File: src/rtl/vga_sync_conditioner.sv
// VGA output conditioner: equal-latency sync/data pipe, frame-synchronous
// polarity switching, active-video blanking and hsync-loss watchdog.
module vga_sync_conditioner #(
    parameter int DELAY        = 2,
    parameter int RGB_W        = 12,
    parameter bit HPOL_DEFAULT = 1'b0,
    parameter bit VPOL_DEFAULT = 1'b1,
    parameter int TIMEOUT      = 2048
) (
    input  logic             clk,
    input  logic             rst,
    input  logic             hsync,
    input  logic             vsync,
    input  logic             de,
    input  logic [RGB_W-1:0] rgb,
    input  logic             cfg_valid,
    input  logic             cfg_hpol,
    input  logic             cfg_vpol,
    output logic             hsynco,
    output logic             vsynco,
    output logic             deo,
    output logic [RGB_W-1:0] rgbo,
    output logic             frame_start,
    output logic             cfg_pending,
    output logic             sync_lost
);

    localparam int CW = $clog2(TIMEOUT + 1);

    typedef enum logic {
        IDLE = 1'b0,
        PEND = 1'b1
    } cfg_state_t;

    logic [DELAY-1:0] hs_s;
    logic [DELAY-1:0] vs_s;
    logic [DELAY-1:0] de_s;
    logic [RGB_W-1:0] rgb_s [DELAY];

    logic       vs_enter;
    logic       edge_e;
    logic       apply;
    cfg_state_t state;
    cfg_state_t state_nx;
    logic       pend_hpol;
    logic       pend_vpol;
    logic       act_hpol;
    logic       act_vpol;

    logic          hs_prev;
    logic          hs_rise;
    logic [CW-1:0] cnt;

    always_ff @(posedge clk) begin
        if (rst) begin
            hs_s <= '0;
            vs_s <= '0;
            de_s <= '0;
            for (int i = 0; i < DELAY; i++) begin
                rgb_s[i] <= '0;
            end
        end else begin
            for (int i = DELAY - 1; i > 0; i--) begin
                hs_s[i]  <= hs_s[i-1];
                vs_s[i]  <= vs_s[i-1];
                de_s[i]  <= de_s[i-1];
                rgb_s[i] <= rgb_s[i-1];
            end
            hs_s[0]  <= hsync;
            vs_s[0]  <= vsync;
            de_s[0]  <= de;
            rgb_s[0] <= rgb;
        end
    end

    // vsync value about to be loaded into the output stage
    generate
        if (DELAY == 1) begin : g_enter_d1
            assign vs_enter = vsync;
        end else begin : g_enter_dn
            assign vs_enter = vs_s[DELAY-2];
        end
    endgenerate

    assign edge_e = vs_enter & ~vs_s[DELAY-1];

    always_ff @(posedge clk) begin
        if (rst) begin
            state <= IDLE;
        end else begin
            state <= state_nx;
        end
    end

    always_comb begin
        state_nx = state;
        unique case (state)
            IDLE: begin
                if (cfg_valid) begin
                    state_nx = PEND;
                end
            end
            PEND: begin
                if (edge_e && !cfg_valid) begin
                    state_nx = IDLE;
                end
            end
            default: state_nx = IDLE;
        endcase
    end

    always_comb begin
        cfg_pending = (state == PEND);
        apply       = (state == PEND) && edge_e;
    end

    // act takes the old pending value when a new request lands on the same edge
    always_ff @(posedge clk) begin
        if (rst) begin
            pend_hpol   <= 1'b0;
            pend_vpol   <= 1'b0;
            act_hpol    <= HPOL_DEFAULT;
            act_vpol    <= VPOL_DEFAULT;
            frame_start <= 1'b0;
        end else begin
            if (cfg_valid) begin
                pend_hpol <= cfg_hpol;
                pend_vpol <= cfg_vpol;
            end
            if (apply) begin
                act_hpol <= pend_hpol;
                act_vpol <= pend_vpol;
            end
            frame_start <= edge_e;
        end
    end

    assign hs_rise = hsync & ~hs_prev;

    always_ff @(posedge clk) begin
        if (rst) begin
            hs_prev   <= 1'b0;
            cnt       <= '0;
            sync_lost <= 1'b0;
        end else begin
            hs_prev <= hsync;
            if (hs_rise) begin
                cnt       <= '0;
                sync_lost <= 1'b0;
            end else if (cnt != CW'(TIMEOUT)) begin
                cnt <= cnt + CW'(1);
                if (cnt == CW'(TIMEOUT - 1)) begin
                    sync_lost <= 1'b1;
                end
            end
        end
    end

    assign hsynco = hs_s[DELAY-1] ^ act_hpol;
    assign vsynco = vs_s[DELAY-1] ^ act_vpol;
    assign deo    = de_s[DELAY-1];
    assign rgbo   = (de_s[DELAY-1] && !sync_lost) ? rgb_s[DELAY-1] : '0;

endmodule
File: config.mk
export PLATFORM = sky130hd
export DESIGN_NAME = vga_sync_conditioner
export DESIGN_NICKNAME = d
export VERILOG_FILES = /design/src/rtl/vga_sync_conditioner.sv
export SDC_FILE = /design/constraint.sdc
export NUM_CORES = 1
export LEC_CHECK = 0
export BUFFER_PORTS_ARGS = -buffer_cell sky130_fd_sc_hd__clkbuf_2
export CORE_UTILIZATION = 50
export CTS_BUF_LIST = sky130_fd_sc_hd__clkbuf_8
export DETAILED_ROUTE_END_ITERATION = 6
export PLACE_DENSITY = 0.74
export SYNTH_ARGS = -nofsm -noshare
export SYNTH_HDL_FRONTEND = slang
export SYNTH_SLANG_ARGS = --single-unit
File: constraint.sdc
create_clock -name clk -period 4.5 [get_ports clk]
set_input_delay 0.675 -clock clk [delete_from_list [all_inputs] [get_ports clk]]
set_output_delay 0.675 -clock clk [all_outputs]
set_load 0.05 [all_outputs]
# After elaboration in Yosys (flattened, before gate mapping)
# Memory sizes are Yosys's and may differ from the RTL's.
# Index checks and enable logic that the tools add are counted.
[op_classes]
n_addsub = 1
n_eq_ne = 2
n_mux = 9
bitwise_logic = 9
reduce_logical = 7
[ops]
columns = ["op", "count"]
rows = [
  ["12-bit 2-to-1 mux", 3],
  ["12-bit by 1-bit adder with 12-bit output (second input constant)", 1],
  ["12-bit by 11-bit == test with 1-bit output (second input constant)", 1],
  ["12-bit != test (second input constant)", 1],
  ["1-bit 2-to-1 mux", 5],
  ["1-bit logical AND", 3],
  ["1-bit NOT", 3],
  ["1-bit bitwise AND", 2],
  ["1-bit logical NOT", 2],
  ["1-bit OR", 2],
  ["1-bit case mux with 2 select lines", 1],
  ["2-bit AND reduction", 1],
  ["2-bit OR reduction", 1],
  ["1-bit bitwise XOR", 2],
]
[totals]
reg_bits = 26
ram_bits = 24
out_inout_bits = 18
memories = 1
[mem_list]
columns = ["memory", "depth", "width", "rd", "rd_clocked_by_memory_dff", "write_ports", "line", "rtl"]
rows = [
  ["rgb_s", 2, 12, 2, 0, 2, "38", "logic [RGB_W-1:0] rgb_s [DELAY];"],
]

# Longest topological paths before layout
[logic_depth]
depth_word = 5
ltp_mapped = 5
ltp_nobuf = 5

# Least setup slack after synthesis
# Ideal clock, no wire load.
[synth_timing]
path_type = "reg2out"
startpoint = "reg de_s[1]"
endpoint = "out rgbo[10]"
t_arrival_ns = 1.491
required_ns = 3.825
slack_ns = 2.334
path_stages_with_launch = 4
path_buffers = 1
path_cell_list = "dfxtp_1 nor2b_1 clkbuf_1 and2_1"
[synth_between]
elab_chain_len = 2
[synth_rtl]
columns = ["item", "line", "rtl"]
rows = [
  ["from (decl)", "37", "logic [DELAY-1:0] de_s;"],
  ["from (signal, indexed assignment)", "66", "de_s[i] <= de_s[i-1];"],
  ["1-bit logical AND", "162", "assign rgbo = (de_s[DELAY-1] && !sync_lost) ? rgb_s[DELAY-1] : '0;"],
  ["12-bit 2-to-1 mux", "162", ""],
  ["to (decl)", "22", "output logic [RGB_W-1:0] rgbo,"],
]
# Every way passes these cells.

# Final worst setup path
[layout_timing]
startpoint = "reg de_s[1]"
endpoint = "out rgbo[4]"
# Same word-level chain as after synthesis.

==> results.md <==
- In this run the power density over the cells is 382 nW/um^2.
- The netlist uses 36 different library cells.
- In this design, the largest share of critical-path delay is due to simple AND/OR/NAND/NOR gates.
- The clock passes through at most 2 buffers.
- The final number of hold-violating endpoints is 0.
- Counting flops and latches in the post-synthesis netlist gives 49.
- The placeable core region is 3390 sq um.
- The critical path startpoint category is a flop.
- The mapped netlist covers 1790 sq um.
- The max-capacitance violation count is 0.
- The worst-path cell with the longest stage delay is nor2b_1.
- The pre-antenna-repair detailed-routing pass consisted of 4 iterations.
- The data arrival time of the critical path is 1.62 ns.
- The critical path goes through nor2b_1, and2_1, clkbuf_2.
- The via count of the first global-routing pass is 1144.
- The path depth of the worst reg2reg path is 5.
- The quantity of hold-fixing buffers added after cts is 0.
- The first global-routing pass estimated 4710 microns of wire.
- Leaving out fill and tap cells, the most frequent cells in the layout are 49 x dfxtp_1, 37 x clkbuf_2, 31 x nor2b_1.
- Together, buffers and inverters on the worst path number 1.
- For the final database, setup skew stands at 0.00583 ns.
- After the last flow step, the layout net total stands at 235.
- The cell area after placement is 2010 sq um.
- The post-layout minimum cycle time is 2.30 ns.
- The run finished with clean final reports.
- The filler cell count in the final layout is 291.
- The final setup violation count is 0.
- The clock latency on the worst-skew pair is 0.29 ns.
- The transition time of the tightest slew-check pin is 0.671 ns.
- Along the worst hold path, the cell count comes to 1.
- The total vias in the final route is 1284.
- After layout, the worst path uses 51.0% of the clock period.
- In this run the mean area of a mapped cell was 10.2 sq um.
- The total clock buffers created by CTS is 5.
- Summing all non-filler instances in the final layout gives an area of 2120 sq um.
- At the end of routability-driven placement, the weighted congestion stood at 0.707.
- The routed wire length is 2970 microns.
- The largest voltage drop on the vdd net is 0.220 mV.
- The die area is 3810 sq um.
- The initial utilization of the core area, before any placement, comes to 52.7%.
- Summing all multi-input logic gate instances after layout gives 759 sq um.
- The logic depth of the worst path, buffers included is 3.
- For this run, the slowest stage of the critical path takes 0.50 ns.
- Setup repair after global routing left no endpoint under its margin.
- The number of antenna violations at the first check in global routing is 0.
- The clock tree root buffer cell is clkbuf_8.
- The number of sinks on the clock net is 49.
- The number of warnings reported in the yosys synthesis log is 0.
- From left edge to right edge, the die measures 61.8 microns.
- The average vias per placed instance is 4.94.
- The number of top-level pins is 38.
- The global-route congestion overflow total is 0.
- The fmax is 436 MHz.
- Once detail routing completed, the nets flagged for antenna violations numbered 0.
- Registers take 981 sq um.
- In the final layout, the share of cells above drive strength 1 is 23.8%.
- Along the worst path, the maximum fanout reaches 12.
- Adding up every negative setup slack in the final design gives 0 ns.
- The number of port buffers is 37.
- The path class of the tightest hold or removal check is reg2reg.
- The most common cell after layout, fill and taps aside is dfxtp_1.
- Headroom to the max-slew limit came out at 55.2%.
- The cell row count is 21.
- TritonCTS built the clock tree.
- The wire length per cell after detailed routing is 11.4 microns.
- The H-tree was split into 2 levels.
- From synthesis to final layout, the design area changed by 18.6%.
- The maximum number of pins on one net before global-route repair is 38.
- The aggregate global-route resource usage is 17.3%.
- The post-cts repair resize count is 0.
- Cells fill 62.5% of the core in the end.
- The sequential share of the synthesized area is 54.9%.
- The clock slew seen by the registers of the worst setup and hold paths is 0.08 ns.
- The die is 61.8 microns tall.
- The static power due to leakage is 0.000904 uW.
- Once detailed placement completed, the half-perimeter wirelength came to 2150 microns.
- The number of max-slew violations in the final report came to 0.
- In the routed design, unresolved DRC markers number 0.
- In the synthesized netlist, the number of instances is 175.
- STA puts the critical path data required time at 3.83 ns.
- The worst setup path is captured at an output port.
- 0 antenna diodes ended up in the layout.
- The first-iteration detailed-routing DRC count is 42.
- The setup path with the least slack is of type reg2out.
- The number of nets in the synthesized netlist is 197.
- The post-CTS repair timing setup buffer count is 0.
-- through the flow --
stage               hold WS [ns]  cells  setup slack (ns)  total power [uW]
floorplan                  0.414    175              2.33               505
global placement           0.426    252              2.55               519
detailed placement         0.424    252              2.51               522
CTS                        0.447    260              2.17               818
global route               0.457    260              2.02               850
finish                     0.446    260              2.20               808
-- report_power, final --
part | leakage (uW) | internal [uW] | switching (uW)
sequential | 0.000403 | 450 | 6.46
clock | 0.0000595 | 164 | 133
combinational | 0.000442 | 22.7 | 32.5
total | 0.000904 | 637 | 171
-- cell type report --
cell class	count	share of cell area, %
well taps	46	2.72
multi-input cells	114	35.9
clock inverters	3	2.01
flip-flops and latches	49	46.3
clock buffers	5	3.25
inverters	6	1.06
repair buffers	37	8.75
-- cells in the mapped netlist --
library cell  instances  area share [%]
dfxtp_1              49              55
nor2b_1              31              11
and2_1               12             4.2
a21oi_1               8             2.2
nor2_1                8             1.7
clkbuf_1              6             1.3
inv_1                 6             1.3
mux2i_1               4             2.2
o21ai_0               4             1.1
nand2b_1              3             1.1
nand3_1               3            0.84
nor3_1                3            0.84
or3_1                 3             1.1
or4_1                 3             1.3
xor2_1                3             1.5
ha_1                  2             1.4
nand2_1               2            0.42
nand4_2               2             1.4
nor4_1                2            0.70
nor4bb_1              2             1.1
o21bai_1              2            0.84
o31ai_1               2            0.84
or3_2                 2            0.84
a211oi_1              1            0.42
a21o_1                1            0.42
a31oi_1               1            0.35
nand3_2               1            0.56
nand3b_1              1            0.42
nand4_1               1            0.35
nor3b_1               1            0.42
nor4b_1               1            0.49
o311ai_1              1            0.49
or2b_1                1            0.42
or3b_2                1            0.49
or4b_4                1            0.77
xnor2_1               1            0.49
-- logic make-up (layout without fill, tap and decap cells) --
| kind of cell | count (synthesis) | in the layout | share of synthesized area, % |
|---|---|---|---|
| multiplexers | 4 | 4 | 2.24 |
| AND/OR/NAND/NOR | 84 | 84 | 30.2 |
| XOR/XNOR | 4 | 4 | 1.96 |
| AO/OA/AOI/OAI | 20 | 20 | 6.73 |
| adder cells (fa/ha/maj) | 2 | 2 | 1.40 |
| buffers and inverters | 12 | 51 | 2.52 |
| flip-flops | 49 | 49 | 54.9 |
-- worst paths after layout --
kind / startpoint / slack [ns] / endpoint
hold / removal: rgb_s[0][7]$_SDFF_PP0_ / 0.45 / rgb_s[0][19]$_SDFF_PP0_
setup reg to reg: cnt[0]$_SDFFE_PP0P_ / 2.87 / cnt[2]$_SDFFE_PP0P_
hold reg to reg: rgb_s[0][7]$_SDFF_PP0_ / 0.45 / rgb_s[0][19]$_SDFF_PP0_
setup / recovery: de_s[1]$_SDFF_PP0_ / 2.20 / rgbo[4]
-- state kept, by name (all words and copies together) (netlist names) --
name         count
pend_vpol        1
act_hpol         1
de_s             2
hs_s             2
act_vpol         1
vs_s             2
pend_hpol        1
sync_lost        1
cnt             12
frame_start      1
rgb_s           24
cfg_pending      1
-- layer usage --
| layer | part of all wire [%] | global-route usage, % | up-vias |
|---|---|---|---|
| met2 | 48 | 28.3 | 31 |
| met3 | 3.9 | 3.93 | 6 |
| met4 | 2.1 | 11.1 | 0 |
| met1 | 46 | 20.7 | 583 |
| li1 | - | - | 664 |
| met5 | 0 | 0 | - |
Note: power is estimated with default switching activity, not from simulation.
